[config.mk]
export PLATFORM = sky130hd
export DESIGN_NAME = spi_counter_slave
export DESIGN_NICKNAME = d
export VERILOG_FILES = /design/src/rtl/spi_counter_slave.sv
export SDC_FILE = /design/constraint.sdc
export NUM_CORES = 1
export LEC_CHECK = 0
export BUFFER_PORTS_ARGS = -buffer_cell sky130_fd_sc_hd__buf_2
export CORE_AREA = 2 2 81 83
export CTS_CLUSTER_DIAMETER = 100
export DETAILED_ROUTE_END_ITERATION = 8
export DIE_AREA = 0 0 83 85
export PLACE_DENSITY = 0.72
export REMOVE_ABC_BUFFERS = 1
export SYNTH_ARGS = -nofsm -noshare
export SYNTH_HDL_FRONTEND = slang
export SYNTH_SLANG_ARGS = --single-unit
export TNS_END_PERCENT = 50
[constraint.sdc]
create_clock -name clk -period 4.3 [get_ports clk]
set_input_delay 0 -clock clk [delete_from_list [all_inputs] [get_ports clk]]
set_output_delay 0 -clock clk [all_outputs]
set_load 0.005 [all_outputs]
[src/rtl/spi_counter_slave.sv]
// rtl/spi_counter_slave.sv - SPI mode-0 slave receiving 2-byte counter frames with MISO echo
module spi_counter_slave #(
    parameter int SYNC_STAGES = 2,
    parameter bit CHECK_RANGE = 1'b1
) (
    input  logic        clk,
    input  logic        rst,
    input  logic        SCLK,
    input  logic        MOSI,
    input  logic        SS_n,
    output logic        MISO,
    output logic [13:0] count,
    output logic        count_valid,
    output logic        frame_err,
    output logic [7:0]  rx_byte,
    output logic        rx_byte_valid
);

    localparam logic [1:0] IDLE   = 2'd0;
    localparam logic [1:0] RX_LSB = 2'd1;
    localparam logic [1:0] RX_MSB = 2'd2;
    localparam logic [1:0] RX_OVF = 2'd3;
    localparam logic [2:0] FILL   = 3'(SYNC_STAGES + 1);

    logic [SYNC_STAGES-1:0] sclk_sync, mosi_sync, ss_sync;
    logic                   sclk_d, ss_d;
    logic                   sclk_s, mosi_s, ss_s;
    logic                   sclk_rise, sclk_fall, ss_fall, ss_rise;
    logic [2:0]             fill_cnt;
    logic                   armed;
    logic                   frame_start;

    logic [1:0]  state;
    logic [2:0]  bit_cnt;
    logic [7:0]  sh, lsb_reg, msb_reg;
    logic        ovf;
    logic [13:0] frame_value;
    logic        range_ok, accept;
    logic [7:0]  new_byte;

    logic        tx_active;
    logic [7:0]  tx_sh;
    logic [4:0]  fall_cnt;

    assign sclk_s = sclk_sync[SYNC_STAGES-1];
    assign mosi_s = mosi_sync[SYNC_STAGES-1];
    assign ss_s   = ss_sync[SYNC_STAGES-1];

    assign sclk_rise = sclk_s & ~sclk_d;
    assign sclk_fall = ~sclk_s & sclk_d;
    assign ss_fall   = ~ss_s & ss_d;
    assign ss_rise   = ss_s & ~ss_d;

    always_ff @(posedge clk) begin
        if (rst) begin
            sclk_sync <= '0;
            mosi_sync <= '0;
            ss_sync   <= '1;
            sclk_d    <= 1'b0;
            ss_d      <= 1'b1;
        end else begin
            sclk_sync <= {sclk_sync[SYNC_STAGES-2:0], SCLK};
            mosi_sync <= {mosi_sync[SYNC_STAGES-2:0], MOSI};
            ss_sync   <= {ss_sync[SYNC_STAGES-2:0], SS_n};
            sclk_d    <= sclk_s;
            ss_d      <= ss_s;
        end
    end

    // The reset-loaded SS_n=1 must not pass for a real high level: a frame only
    // starts once genuine samples have filled the chain and SS_n was seen high.
    always_ff @(posedge clk) begin
        if (rst) begin
            fill_cnt <= 3'd0;
            armed    <= 1'b0;
        end else begin
            if (fill_cnt != FILL)
                fill_cnt <= fill_cnt + 3'd1;
            if (fill_cnt == FILL && ss_s)
                armed <= 1'b1;
        end
    end

    assign frame_start = ss_fall & armed & (state == IDLE);
    assign new_byte    = {sh[6:0], mosi_s};
    assign frame_value = {msb_reg[5:0], lsb_reg};
    assign range_ok    = !CHECK_RANGE || (frame_value <= 14'd9999);
    assign accept      = (state == RX_OVF) && !ovf && (msb_reg[7:6] == 2'b00) && range_ok;

    always_ff @(posedge clk) begin
        if (rst) begin
            state         <= IDLE;
            bit_cnt       <= 3'd0;
            sh            <= 8'd0;
            lsb_reg       <= 8'd0;
            msb_reg       <= 8'd0;
            ovf           <= 1'b0;
            count         <= 14'd0;
            count_valid   <= 1'b0;
            frame_err     <= 1'b0;
            rx_byte       <= 8'd0;
            rx_byte_valid <= 1'b0;
        end else begin
            count_valid   <= 1'b0;
            frame_err     <= 1'b0;
            rx_byte_valid <= 1'b0;
            if (ss_rise && state != IDLE) begin
                // A same-cycle SCLK rise is dropped; the frame is judged as it stands.
                state   <= IDLE;
                bit_cnt <= 3'd0;
                if (accept) begin
                    count       <= frame_value;
                    count_valid <= 1'b1;
                end else begin
                    frame_err <= 1'b1;
                end
            end else begin
                case (state)
                    IDLE: begin
                        bit_cnt <= 3'd0;
                        ovf     <= 1'b0;
                        if (frame_start)
                            state <= RX_LSB;
                    end
                    RX_LSB, RX_MSB: begin
                        if (sclk_rise) begin
                            sh      <= new_byte;
                            bit_cnt <= bit_cnt + 3'd1;
                            if (bit_cnt == 3'd7) begin
                                rx_byte       <= new_byte;
                                rx_byte_valid <= 1'b1;
                                if (state == RX_LSB) begin
                                    lsb_reg <= new_byte;
                                    state   <= RX_MSB;
                                end else begin
                                    msb_reg <= new_byte;
                                    state   <= RX_OVF;
                                end
                            end
                        end
                    end
                    default: begin
                        if (sclk_rise)
                            ovf <= 1'b1;
                    end
                endcase
            end
        end
    end

    // The echo is the accepted count itself: low byte first, then the padded high byte.
    always_ff @(posedge clk) begin
        if (rst) begin
            tx_active <= 1'b0;
            tx_sh     <= 8'd0;
            fall_cnt  <= 5'd0;
        end else if (frame_start) begin
            tx_active <= 1'b1;
            tx_sh     <= count[7:0];
            fall_cnt  <= 5'd0;
        end else if (ss_rise) begin
            tx_active <= 1'b0;
            fall_cnt  <= 5'd0;
        end else if (tx_active && sclk_fall) begin
            if (fall_cnt != 5'd16)
                fall_cnt <= fall_cnt + 5'd1;
            if (fall_cnt == 5'd7)
                tx_sh <= {2'b00, count[13:8]};
            else if (fall_cnt >= 5'd15)
                tx_sh <= 8'd0;
            else
                tx_sh <= {tx_sh[6:0], 1'b0};
        end
    end

    assign MISO = tx_active & tx_sh[7];

endmodule

==> impl_metrics.py <==
metrics = {
    "run": {
        "max_cap_viol_count": 0,
    },
    "pwr": {
        "p_per_area_nw_per_um2": 414,
        "comb_power_share_pct": 8.4,
        "intPower_mw": 1.18,
        "power_leakage_nw": 1.65,
        "switching_share_pct": 22.7,
        "peakVddDrop_uv": 360,
        "seqPwrFrac_pct": 50.4,
        "p_switching_uw": 348,
        "pwr-share-clk_pct": 41.2,
        "power_mw": 1.53,
    },
    "detailed_routing": {
        "wire_per_inst_um": 13.6,
        "dr.pass1.iters": 5,
        "final_antenna_net_count": 0,
        "drc": 0,
        "via_per_inst": 5.41,
        "totalWireLength_um": 6040,
        "via_count": 2403,
        "drtIter0Drc": 87,
    },
    "synthesis": {
        "synthMostInstantiatedCell": "dfxtp_1",
        "async_reset_ff_share_pct": 0,
        "syn_avg_cell_area_um2": 9.78,
        "seq_area_frac_synth_pct": 49.0,
        "dominantRegCellSynth": "dfxtp_1",
        "synth_top_area_share_pct": 49.0,
        "yosys_warnings": 0,
        "synth.distinct_cells": 49,
        "yosysTopAreaCell": "dfxtp_1",
        "synth-seq-cells": 80,
        "synth.area.top_cells": "dfxtp_1 (49%), mux2i_1 (12%), nor2_1 (6.8%), ha_1 (3.8%), a21oi_1 (3.2%)",
        "synth_edf_count": 0,
        "netlist_instances": 334,
        "synthesis.area_um2": 3270,
        "yosys-top-cells-count": "dfxtp_1 (80), nor2_1 (59), mux2i_1 (39)",
    },
    "layout": {
        "nets": 377,
        "largest_reg_flops": 14,
        "finalNonFillerCells": 444,
        "antenna_cells": 0,
        "postLayoutCellArea_um2": 3690,
        "drive_gt1_share_pct": 15.3,
        "area_growth_pct": 12.9,
        "regMostFlops": "count",
    },
    "setup_path": {
        "critical_path.max_stage_delay_ns": 0.93,
        "path_delay_family": "simple AND/OR/NAND/NOR gates",
        "critPathKind": "register to register",
        "cp_max_fo": 8,
        "critPathCaptureType": "register",
        "cp_slowest_cell": "nor4b_2",
        "crit_required_ns": 4.52,
        "critPathLaunchType": "register",
        "crit_chain": "inv_1 > ha_1 > nand3b_1 > nor4b_2 > mux2i_1 > nor2_1",
        "cp_num_buf_inv": 1,
        "arrival_ns": 2.62,
    },
    "grt": {
        "grt_pass1_vias": 2265,
        "grt_max_degree": 49,
        "grt.total_usage_pct": 18.2,
        "grt_overflow": 0,
        "grt_pass1_wl_um": 10400,
        "antenna_found_initial": 0,
    },
    "floorplan": {
        "fp.dieArea_um2": 7060,
        "rows": 29,
        "initial_utilization_pct": 52.7,
        "core_region_area_um2": 6200,
        "fp.dieW_um": 83,
        "die_y_um": 85,
        "num_io_pins": 31,
    },
    "timing": {
        "setup_violations": 0,
        "fmax_ghz": 0.417,
        "skew_ns": 0.00664,
        "timing.final.crit_period_ns": 2.40,
        "finalMaxSlewViolations": 0,
        "worst_pin_slew_ns": 1.10,
        "hold_ws_ns": 0.0114,
        "hold_viol_final": 0,
        "finalCritPeriodShare_pct": 55.8,
        "totalNegativeSetupSlack_ns": 0,
        "rsz0062_at_grt": "no",
        "max_slew_margin_pct": 26.5,
    },
    "clocking": {
        "clk_path_buf_depth": 2,
        "cts_resized": 0,
        "numCtsBuffers": 9,
        "insertion_delay_ns": 0.35,
        "path_clk_slew_ns": 0.08,
        "cts_num_sinks": 80,
        "cts_tree": "built",
        "htree_levels": 3,
        "cts-root-buf": "clkbuf_8",
    },
    "place": {
        "dp_cells": 425,
        "placed_area_um2": 3430,
        "globalplace.congestion": 0.798,
        "dp_hpwl_um": 4160,
        "numPortBuffers": 30,
    },
    "min_path": {
        "hp-class": "input pin to register",
    },
    "status": {
        "status": "complete, no violations",
    },
}
## timing repair
| action | in CTS | in global routing |
|---|---|---|
| hold buffers | 3 | 0 |
| hold endpoints to repair | 3 | 0 |
| setup buffers | 0 | 0 |
## worst reg2reg max path, cell delays in order, from the launching register on
cell	delay (ns)
dfxtp_1	0.39
inv_1	0.06
ha_1	0.38
nand3b_1	0.17
nor4b_2	0.93
mux2i_1	0.29
nor2_1	0.06
## cell families after synthesis
| group | synth area share [%] |
|---|---|
| simple gates | 18.8 |
| xor+xnor | 1.07 |
| compound gates | 11.2 |
| buf+inv | 4.17 |
| flops | 49.0 |
| fa+ha+maj | 3.83 |
| mux | 11.9 |
## path summary, 6_finish.rpt
kind / to / slack (ns) / startpoint / cells after the start
setup / recovery: msb_reg[3] / 1.90 / state[0] / 6
setup reg to reg: msb_reg[3] / 1.90 / state[0] / 6
hold / removal: tx_active / 0.01 / rst / 2
hold reg to reg: ss_sync[1] / 0.41 / ss_sync[0] / 1
## per-layer routing
metal | wire length (um) | track usage [%]
met5 | 0 | 0
met3 | 233 | 5.45
met1 | 3040 | 23.3
met4 | 96 | 10.9
met2 | 2680 | 27.3
## power by group through the flow
stage / clock, mW / sequential (mW) / combinational, mW
after global placement: 0 / 0.786 / 0.126
after detailed placement: 0 / 0.788 / 0.126
after floorplan: 0 / 0.784 / 0.0963
after global routing: 0.676 / 0.772 / 0.148
final: 0.629 / 0.770 / 0.129
after CTS: 0.643 / 0.770 / 0.129
## placed cells by master (no fill, tap or decap), types with 2 or more instances in the layout
cell,Yosys,layout
nand2b_1,2,2
dlygate4sd3_1,0,3
ha_1,10,10
nor4b_2,1,2
mux2i_1,39,39
nor3_1,2,2
buf_2,5,30
nor2b_1,5,5
clkbuf_8,0,12
a21o_1,3,3
nand4_1,3,3
xor2_1,2,2
a21oi_1,21,21
o21ai_0,3,3
nor2_1,59,59
a22oi_1,3,3
nand2_1,19,19
a22o_1,7,7
or2_2,3,3
inv_1,9,9
a221o_1,5,5
nand3_1,9,9
dfxtp_1,80,80
and3_1,3,3
and3b_1,4,4
o211ai_1,2,2
bufinv_16,0,2
clkbuf_1,7,2
xnor2_1,2,2
## through the flow
step           util, %  setup slack, ns
3_3_place_gp      55.2             2.00
3_5_place_dp      55.2             1.95
4_1_cts           59.4             1.91
5_1_grt           59.4             1.68
2_1_floorplan        -             1.67
6_report          59.4             1.90
## area by class of cell
type | instances | area, um2
multi-input cells | 228 | 1540
inverters | 9 | 33.8
clock inverters | 2 | 60.1
flip-flops and latches | 80 | 1600
clock buffers | 14 | 173
fillers | 540 | 2520
well taps | 77 | 96.3
repair buffers | 34 | 188
Note: power is estimated with default switching activity, not from simulation.
